`config.mk`:
```
export PLATFORM = sky130hd
export DESIGN_NAME = regfile_sb_flat
export DESIGN_NICKNAME = d
export VERILOG_FILES = /design/src/rtl/regfile_pkg.sv /design/src/rtl/regfile_sb_if.sv /design/src/rtl/regfile_busy.sv /design/src/rtl/regfile_sb.sv /design/src/flat_wrapper.sv
export SDC_FILE = /design/constraint.sdc
export NUM_CORES = 2
export LEC_CHECK = 0
export ABC_CLOCK_PERIOD_IN_PS = 78400
export CORE_ASPECT_RATIO = 1.75
export CORE_MARGIN = 2
export CORE_UTILIZATION = 68
export CTS_CLUSTER_SIZE = 12
export DETAILED_ROUTE_END_ITERATION = 6
export PLACE_DENSITY = 0.87
export SYNTH_ARGS = -nofsm -noshare
export SYNTH_HDL_FRONTEND = slang
export SYNTH_SLANG_ARGS = --single-unit
export TNS_END_PERCENT = 5
```
`constraint.sdc`:
```
create_clock -name clk -period 78.4 [get_ports clk]
set_input_delay 7.84 -clock clk [delete_from_list [all_inputs] [get_ports clk]]
set_output_delay 7.84 -clock clk [all_outputs]
set_load 0.02 [all_outputs]
```
`src/rtl/regfile_pkg.sv`:
```
// ----------------------------------------------------------------------------
// regfile_pkg : shared constants and write-port arbitration for regfile_sb
// Revision    : 1.0
// ----------------------------------------------------------------------------
`default_nettype none

package regfile_pkg;

  localparam int REG_ZERO       = 0;
  localparam int DEF_ADDR_WIDTH = 5;
  localparam int DEF_DATA_WIDTH = 32;

  // Upper bounds the arbitration function is sized for; callers zero-extend.
  localparam int MAX_NW = 2;
  localparam int MAX_AW = 16;

  typedef struct packed {
    logic hit;
    logic sel;
  } wr_win_t;

  // Highest-numbered enabled port targeting idx wins; index 0 never hits.
  function automatic wr_win_t wr_winner(input logic [MAX_NW-1:0]        wen,
                                        input logic [MAX_NW*MAX_AW-1:0] waddr,
                                        input logic [MAX_AW-1:0]        idx);
    wr_win_t w;
    w = '0;
    for (int j = 0; j < MAX_NW; j++) begin
      if (wen[j] && (idx != MAX_AW'(REG_ZERO)) && (waddr[j*MAX_AW +: MAX_AW] == idx)) begin
        w.hit = 1'b1;
        w.sel = j[0];
      end
    end
    return w;
  endfunction

endpackage

`default_nettype wire

```
`src/rtl/regfile_sb_if.sv`:
```
// ----------------------------------------------------------------------------
// regfile_sb_if : read, write, allocate and debug bus of regfile_sb
// Revision      : 1.0
// ----------------------------------------------------------------------------
`default_nettype none

interface regfile_sb_if #(
  parameter int ADDR_WIDTH = 5,
  parameter int DATA_WIDTH = 32,
  parameter int NR         = 2,
  parameter int NW         = 2
);
  localparam int NREG = 2**ADDR_WIDTH;

  logic [NR*ADDR_WIDTH-1:0] raddr;
  logic [NR*DATA_WIDTH-1:0] rdata;
  logic [NR-1:0]            rbusy;
  logic [NW-1:0]            wen;
  logic [NW*ADDR_WIDTH-1:0] waddr;
  logic [NW*DATA_WIDTH-1:0] wdata;
  logic                     alloc_valid;
  logic [ADDR_WIDTH-1:0]    alloc_addr;
  logic                     alloc_ready;
  logic [ADDR_WIDTH-1:0]    dbg_addr;
  logic [DATA_WIDTH-1:0]    dbg_data;
  logic [NREG-1:0]          busy_vec;

  modport master (
    output raddr, wen, waddr, wdata, alloc_valid, alloc_addr, dbg_addr,
    input  rdata, rbusy, alloc_ready, dbg_data, busy_vec
  );

  modport slave (
    input  raddr, wen, waddr, wdata, alloc_valid, alloc_addr, dbg_addr,
    output rdata, rbusy, alloc_ready, dbg_data, busy_vec
  );

endinterface

`default_nettype wire

```
`src/rtl/regfile_busy.sv`:
```
// ----------------------------------------------------------------------------
// regfile_busy : per-register busy scoreboard with allocation handshake
// Revision     : 1.0
// ----------------------------------------------------------------------------
`default_nettype none

module regfile_busy
  import regfile_pkg::*;
#(
  parameter int ADDR_WIDTH = DEF_ADDR_WIDTH,
  parameter int NW         = 2
) (
  input  wire logic                     clk,
  input  wire logic                     rst,
  input  wire logic [NW-1:0]            i_wen,
  input  wire logic [NW*ADDR_WIDTH-1:0] i_waddr,
  input  wire logic                     i_alloc_valid,
  input  wire logic [ADDR_WIDTH-1:0]    i_alloc_addr,
  output logic                          o_alloc_ready,
  output logic [2**ADDR_WIDTH-1:0]      o_busy_vec
);

  localparam int NREG = 2**ADDR_WIDTH;

  logic [MAX_NW-1:0]        w_wen_ext;
  logic [MAX_NW*MAX_AW-1:0] w_waddr_ext;
  logic [NREG-1:0]          w_hit;
  logic [NREG-1:0]          r_busy;
  logic                     w_fire;

  always_comb begin
    w_wen_ext   = '0;
    w_waddr_ext = '0;
    for (int j = 0; j < NW; j++) begin
      w_wen_ext[j]                        = i_wen[j];
      w_waddr_ext[j*MAX_AW +: MAX_AW]     = MAX_AW'(i_waddr[j*ADDR_WIDTH +: ADDR_WIDTH]);
    end
  end

  always_comb begin
    w_hit = '0;
    for (int r = 0; r < NREG; r++) begin
      w_hit[r] = wr_winner(w_wen_ext, w_waddr_ext, MAX_AW'(r)).hit;
    end
  end

  // A writeback landing this cycle frees the register for a new producer.
  assign o_alloc_ready = (i_alloc_addr == ADDR_WIDTH'(REG_ZERO))
                       | ~r_busy[i_alloc_addr]
                       | w_hit[i_alloc_addr];
  assign w_fire        = i_alloc_valid & o_alloc_ready;

  always_ff @(posedge clk or posedge rst) begin
    if (rst) begin
      r_busy <= '0;
    end else begin
      r_busy[0] <= 1'b0;
      for (int r = 1; r < NREG; r++) begin
        if (w_fire && (i_alloc_addr == ADDR_WIDTH'(r))) begin
          r_busy[r] <= 1'b1;
        end else if (w_hit[r]) begin
          r_busy[r] <= 1'b0;
        end
      end
    end
  end

  assign o_busy_vec = r_busy;

endmodule

`default_nettype wire

```
`src/rtl/regfile_sb.sv`:
```
// ----------------------------------------------------------------------------
// regfile_sb : multi-port register file with write bypass and busy scoreboard
// Revision   : 1.0
// ----------------------------------------------------------------------------
`default_nettype none

module regfile_sb
  import regfile_pkg::*;
#(
  parameter int ADDR_WIDTH = DEF_ADDR_WIDTH,
  parameter int DATA_WIDTH = DEF_DATA_WIDTH,
  parameter int NR         = 2,
  parameter int NW         = 2,
  parameter int BYPASS     = 1
) (
  input  wire logic clk,
  input  wire logic rst,
  regfile_sb_if.slave bus
);

  localparam int NREG = 2**ADDR_WIDTH;

  logic [MAX_NW-1:0]        w_wen_ext;
  logic [MAX_NW*MAX_AW-1:0] w_waddr_ext;
  wr_win_t                  w_win [NREG];
  logic [DATA_WIDTH-1:0]    r_rf  [NREG];
  logic [NREG-1:0]          w_busy;

  always_comb begin
    w_wen_ext   = '0;
    w_waddr_ext = '0;
    for (int j = 0; j < NW; j++) begin
      w_wen_ext[j]                    = bus.wen[j];
      w_waddr_ext[j*MAX_AW +: MAX_AW] = MAX_AW'(bus.waddr[j*ADDR_WIDTH +: ADDR_WIDTH]);
    end
  end

  always_comb begin
    for (int r = 0; r < NREG; r++) begin
      w_win[r] = wr_winner(w_wen_ext, w_waddr_ext, MAX_AW'(r));
    end
  end

  // Entry 0 is only ever reset, so it stays a constant zero.
  always_ff @(posedge clk or posedge rst) begin
    if (rst) begin
      for (int r = 0; r < NREG; r++) begin
        r_rf[r] <= '0;
      end
    end else begin
      for (int r = 1; r < NREG; r++) begin
        if (w_win[r].hit) begin
          r_rf[r] <= bus.wdata[int'(w_win[r].sel)*DATA_WIDTH +: DATA_WIDTH];
        end
      end
    end
  end

  generate
    for (genvar i = 0; i < NR; i++) begin : g_rd
      logic [ADDR_WIDTH-1:0] w_ra;
      wr_win_t               w_rwin;
      logic                  w_byp;

      assign w_ra   = bus.raddr[i*ADDR_WIDTH +: ADDR_WIDTH];
      assign w_rwin = w_win[w_ra];
      assign w_byp  = (BYPASS != 0) && w_rwin.hit;

      // Bypass data must not leak out while reset holds the array clear.
      assign bus.rdata[i*DATA_WIDTH +: DATA_WIDTH] =
          (rst || (w_ra == ADDR_WIDTH'(REG_ZERO))) ? '0 :
          w_byp ? bus.wdata[int'(w_rwin.sel)*DATA_WIDTH +: DATA_WIDTH] :
                  r_rf[w_ra];
      assign bus.rbusy[i] = w_busy[w_ra] & ~w_byp;
    end
  endgenerate

  assign bus.dbg_data = (rst || (bus.dbg_addr == ADDR_WIDTH'(REG_ZERO))) ? '0 : r_rf[bus.dbg_addr];

  regfile_busy #(
    .ADDR_WIDTH (ADDR_WIDTH),
    .NW         (NW)
  ) u_busy (
    .clk           (clk),
    .rst           (rst),
    .i_wen         (bus.wen),
    .i_waddr       (bus.waddr),
    .i_alloc_valid (bus.alloc_valid),
    .i_alloc_addr  (bus.alloc_addr),
    .o_alloc_ready (bus.alloc_ready),
    .o_busy_vec    (w_busy)
  );

  assign bus.busy_vec = w_busy;

endmodule

`default_nettype wire

```
`src/flat_wrapper.sv`:
```
// flat-port wrapper written by rule: the top's interface ports become plain ports
module regfile_sb_flat import regfile_pkg::*;
#(
  parameter int ADDR_WIDTH = DEF_ADDR_WIDTH,
  parameter int DATA_WIDTH = DEF_DATA_WIDTH,
  parameter int NR         = 2,
  parameter int NW         = 2,
  parameter int BYPASS     = 1
)
  (clk, rst, bus_raddr, bus_wen, bus_waddr, bus_wdata, bus_alloc_valid, bus_alloc_addr, bus_dbg_addr, bus_rdata, bus_rbusy, bus_alloc_ready, bus_dbg_data, bus_busy_vec);
  regfile_sb_if #(.ADDR_WIDTH(ADDR_WIDTH), .DATA_WIDTH(DATA_WIDTH), .NR(NR), .NW(NW)) bus_i ();
  input  wire logic clk;
  input  wire logic rst;
  input wire logic [$bits(bus_i.raddr)-1:0] bus_raddr;
  input wire logic [$bits(bus_i.wen)-1:0] bus_wen;
  input wire logic [$bits(bus_i.waddr)-1:0] bus_waddr;
  input wire logic [$bits(bus_i.wdata)-1:0] bus_wdata;
  input wire logic [$bits(bus_i.alloc_valid)-1:0] bus_alloc_valid;
  input wire logic [$bits(bus_i.alloc_addr)-1:0] bus_alloc_addr;
  input wire logic [$bits(bus_i.dbg_addr)-1:0] bus_dbg_addr;
  output wire logic [$bits(bus_i.rdata)-1:0] bus_rdata;
  output wire logic [$bits(bus_i.rbusy)-1:0] bus_rbusy;
  output wire logic [$bits(bus_i.alloc_ready)-1:0] bus_alloc_ready;
  output wire logic [$bits(bus_i.dbg_data)-1:0] bus_dbg_data;
  output wire logic [$bits(bus_i.busy_vec)-1:0] bus_busy_vec;
  assign bus_i.raddr = bus_raddr;
  assign bus_i.wen = bus_wen;
  assign bus_i.waddr = bus_waddr;
  assign bus_i.wdata = bus_wdata;
  assign bus_i.alloc_valid = bus_alloc_valid;
  assign bus_i.alloc_addr = bus_alloc_addr;
  assign bus_i.dbg_addr = bus_dbg_addr;
  assign bus_rdata = bus_i.rdata;
  assign bus_rbusy = bus_i.rbusy;
  assign bus_alloc_ready = bus_i.alloc_ready;
  assign bus_dbg_data = bus_i.dbg_data;
  assign bus_busy_vec = bus_i.busy_vec;
  regfile_sb #(.ADDR_WIDTH(ADDR_WIDTH), .DATA_WIDTH(DATA_WIDTH), .NR(NR), .NW(NW), .BYPASS(BYPASS)) u_core (.clk(clk), .rst(rst), .bus(bus_i));
endmodule
```
==> flow_summary.yaml <==
run_status:
  status: "complete, but fails checks"
  violations: "DRC"
global_routing:
  overflow: 0
  grt_max_degree: 128
  track_usage_pct: 54.9
  grt_pass1_vias: 68453
  antenna_found_initial: 19
  grt_pass1_wl_mm: 444
timing:
  timing.final.ws_setup_ns: 56.64
  fin_tns_setup_ns: 0
  max_slew_margin_pct: 2.85
  hold_violations: 0
  post-route-period-util_pct: 27.8
  min_period_ns: 21.76
  setup_viol_count_final: 0
  tightest_slew_ns: 1.45
  skew_ns: 0.0123
  drv_slew: 0
  rsz0062_at_grt: "false"
  fmax_mhz: 45.9
pwr:
  cellPowerDensity_nw_per_um2: 24.7
  vdd_drop_max_v: 0.0000186
  p_leak_nw: 33.0
clock_network:
  root_buffer: "clkbuf_16"
  cts_max_level: 3
  post-cts-setup-buffer-count: 0
  cts_tree: "built"
  numCtsBuffers: 100
  cts_resized: 0
  clock_latency_ns: 0.76
  cts.path.max_buffers: 3
  cts.clk_slew.worst_paths_ns: 0.06
  cts.sinks: 1023
  cts_hold_buf: 0
yosys:
  ys_top_cells_by_count: "mux2i_1, dfrtp_1, mux4_2"
  ys_seq_area_share_pct: 34.3
  syn_area_per_cell_um2: 11.0
  synth_area_um2: 74700
  yosys.area.top_type: "dfrtp_1"
  synth-seq-cells: 1023
  synthSimpleGateAreaFrac_pct: 7.94
  synth_top_cell_area_share_pct: 34.3
  synth.distinct_cells: 83
  synth_fa_ha_area_share_pct: 0
  synth_top_family_by_area: "multiplexers"
  synth_area_leaders: "dfrtp_1, mux4_2, mux2i_1, nand2_1, o21ai_0"
  synth-xor-area-share_pct: 0.141
  syn_inst: 6792
  synth_mux_area_share_pct: 41.7
  syn-num-nets: 6891
  synth_top_flop_cell: "dfrtp_1"
  synthArstFlopShare_pct: 100
  synth_compound_area_share_pct: 11.0
  synth-edff-count: 0
  yosysWarnings: 32
  yosys.cell_count.top_type: "mux2i_1"
routing:
  routed_wl_mm: 304
  viasPerCell: 8.54
  wl_per_cell_um: 38.6
  drc: 34
  ant_nets: 0
  num_vias: 67320
  firstDrtPassIters: 7
  drtIter0Drc: 13335
layout:
  multi_input_area_um2: 46000
  stdcell_count: 7885
  area_growth_pct: 6.95
  nNetsFinal: 6472
  postLayoutCellArea_um2: 79900
  drive_gt1_share_pct: 21.7
  seqCellArea_um2: 25600
  n_fill_cell: 6768
place:
  io_buffers: 228
  place_ws_ns: 57.14
  dpl_cell_area_um2: 77000
  gp_congestion: 0.980
  dp.cells: 7729
  dp.final_hpwl_mm: 162
critical_path:
  worst-endpoint-required_ns: 70.56
  start_kind: "input pin"
  cp-startpoint: "bus_wen[1]"
  timing.critical_path.to_type: "output port"
  rr_startpoint: "u_core.u_busy.o_busy_vec[10]$_DFFE_PP0P_"
  arrival_ns: 13.92
  endpoint: "bus_rdata[32]"
  path_class: "input pin to output port"
  reg2reg_slack_ns: 75.69
  worstReg2RegEnd: "u_core.u_busy.o_busy_vec[9]$_DFFE_PP0P_"
  cp_max_fo: 67
  reg2reg_depth: 7
floorplan:
  rows: 160
  fp.coreArea_um2: 109000
  die_y_um: 443
  start_util_pct: 68.6
  dieArea_um2: 113000
  ioPinCount: 230
  die_w_um: 255
job:
  max-cap-violations: 0
hold_path:
  min_path_cells: 2
  hold_path_class: "register to register"
critical path, cell delays in order:
cell and delay [ns]:
clkdlybuf4s50_1 0.92, and4_1 0.63, nand2_4 0.62, a41oi_1 0.46, a41o_1 0.19, a211o_2 0.75
buf_4 0.58, and2_4 0.99, a211oi_1 0.21, clkdlybuf4s50_1 0.61
logic make-up after synthesis:
group	Yosys count
mux	1997
xor+xnor	12
compound gates	1374
flops	1023
simple gates	1468
other cells	1
buf+inv	917
cell usage in the layout, fill, tap and decap left out, drive strengths merged, types with 8 or more instances in the layout:
| cell type | count |
|---|---|
| nor2b | 14 |
| a21oi | 428 |
| mux2i | 1040 |
| clkdlybuf4s50 | 216 |
| nand2b | 10 |
| o22ai | 83 |
| a31oi | 107 |
| buf | 158 |
| a221oi | 14 |
| a22oi | 17 |
| dfrtp | 1023 |
| mux4 | 889 |
| a211oi | 71 |
| and2 | 9 |
| inv | 26 |
| a32o | 13 |
| nor2 | 595 |
| clkbuf | 128 |
| xnor2 | 8 |
| diode | 15 |
| a22o | 64 |
| o21ai | 524 |
| nand3 | 11 |
| mux2 | 68 |
| nand2 | 769 |
where the power goes:
group	leakage, nW	internal, mW	total, mW	switching [mW]
Sequential	12.5	0.668	0.834	0.165
Combinational	19.1	0.360	0.667	0.307
Clock	1.41	0.247	0.470	0.223
Total	33.0	1.28	1.97	0.695
metal layers:
| layer | routed length (µm) | vias up | track usage (%) |
|---|---|---|---|
| li1 | - | 24591 | - |
| met1 | 82900 | 31764 | 58.6 |
| met2 | 125000 | 7873 | 74.2 |
| met3 | 56700 | 3070 | 32.2 |
| met4 | 39000 | 22 | 51.6 |
| met5 | 552 | - | 3.96 |
per-stage QoR:
stage	utilization (%)	power, mW	hold slack [ns]
6_report	73.4	1.97	0.582
5_1_grt	73.4	2.02	0.601
4_1_cts	73.4	1.92	0.579
3_5_place_dp	70.7	1.46	0.566
3_3_place_gp	70.7	1.41	0.552
2_1_floorplan	-	1.25	0.537
final cells by class:
cell class	count	area share [%]
Tap cell	1458	2.28
Sequential cell	1023	32.0
Clock buffer	128	3.40
Timing Repair Buffer	374	4.35
Antenna cell	15	0.0470
Clock inverter	13	0.199
Multi-Input combinational cell	4852	57.6
Inverter	22	0.119
flip-flops by register name (all words and copies together) (netlist names):
register and flops:
u_core.r_rf 992, u_core.u_busy.o_busy_vec 31
worst min path at each step:
stage / slack (ns) / endpoint / startpoint
3_3_place_gp: 0.55 / u_core.r_rf[149]$_DFFE_PP0P_ / u_core.r_rf[149]$_DFFE_PP0P_
2_1_floorplan: 0.54 / u_core.r_rf[607]$_DFFE_PP0P_ / u_core.r_rf[607]$_DFFE_PP0P_
4_1_cts: 0.58 / u_core.r_rf[149]$_DFFE_PP0P_ / u_core.r_rf[149]$_DFFE_PP0P_
5_1_grt: 0.60 / u_core.r_rf[962]$_DFFE_PP0N_ / u_core.r_rf[962]$_DFFE_PP0N_
3_5_place_dp: 0.57 / u_core.r_rf[149]$_DFFE_PP0P_ / u_core.r_rf[149]$_DFFE_PP0P_
6_report: 0.58 / u_core.r_rf[149]$_DFFE_PP0P_ / u_core.r_rf[149]$_DFFE_PP0P_
Power figures use the tool's default switching activity.
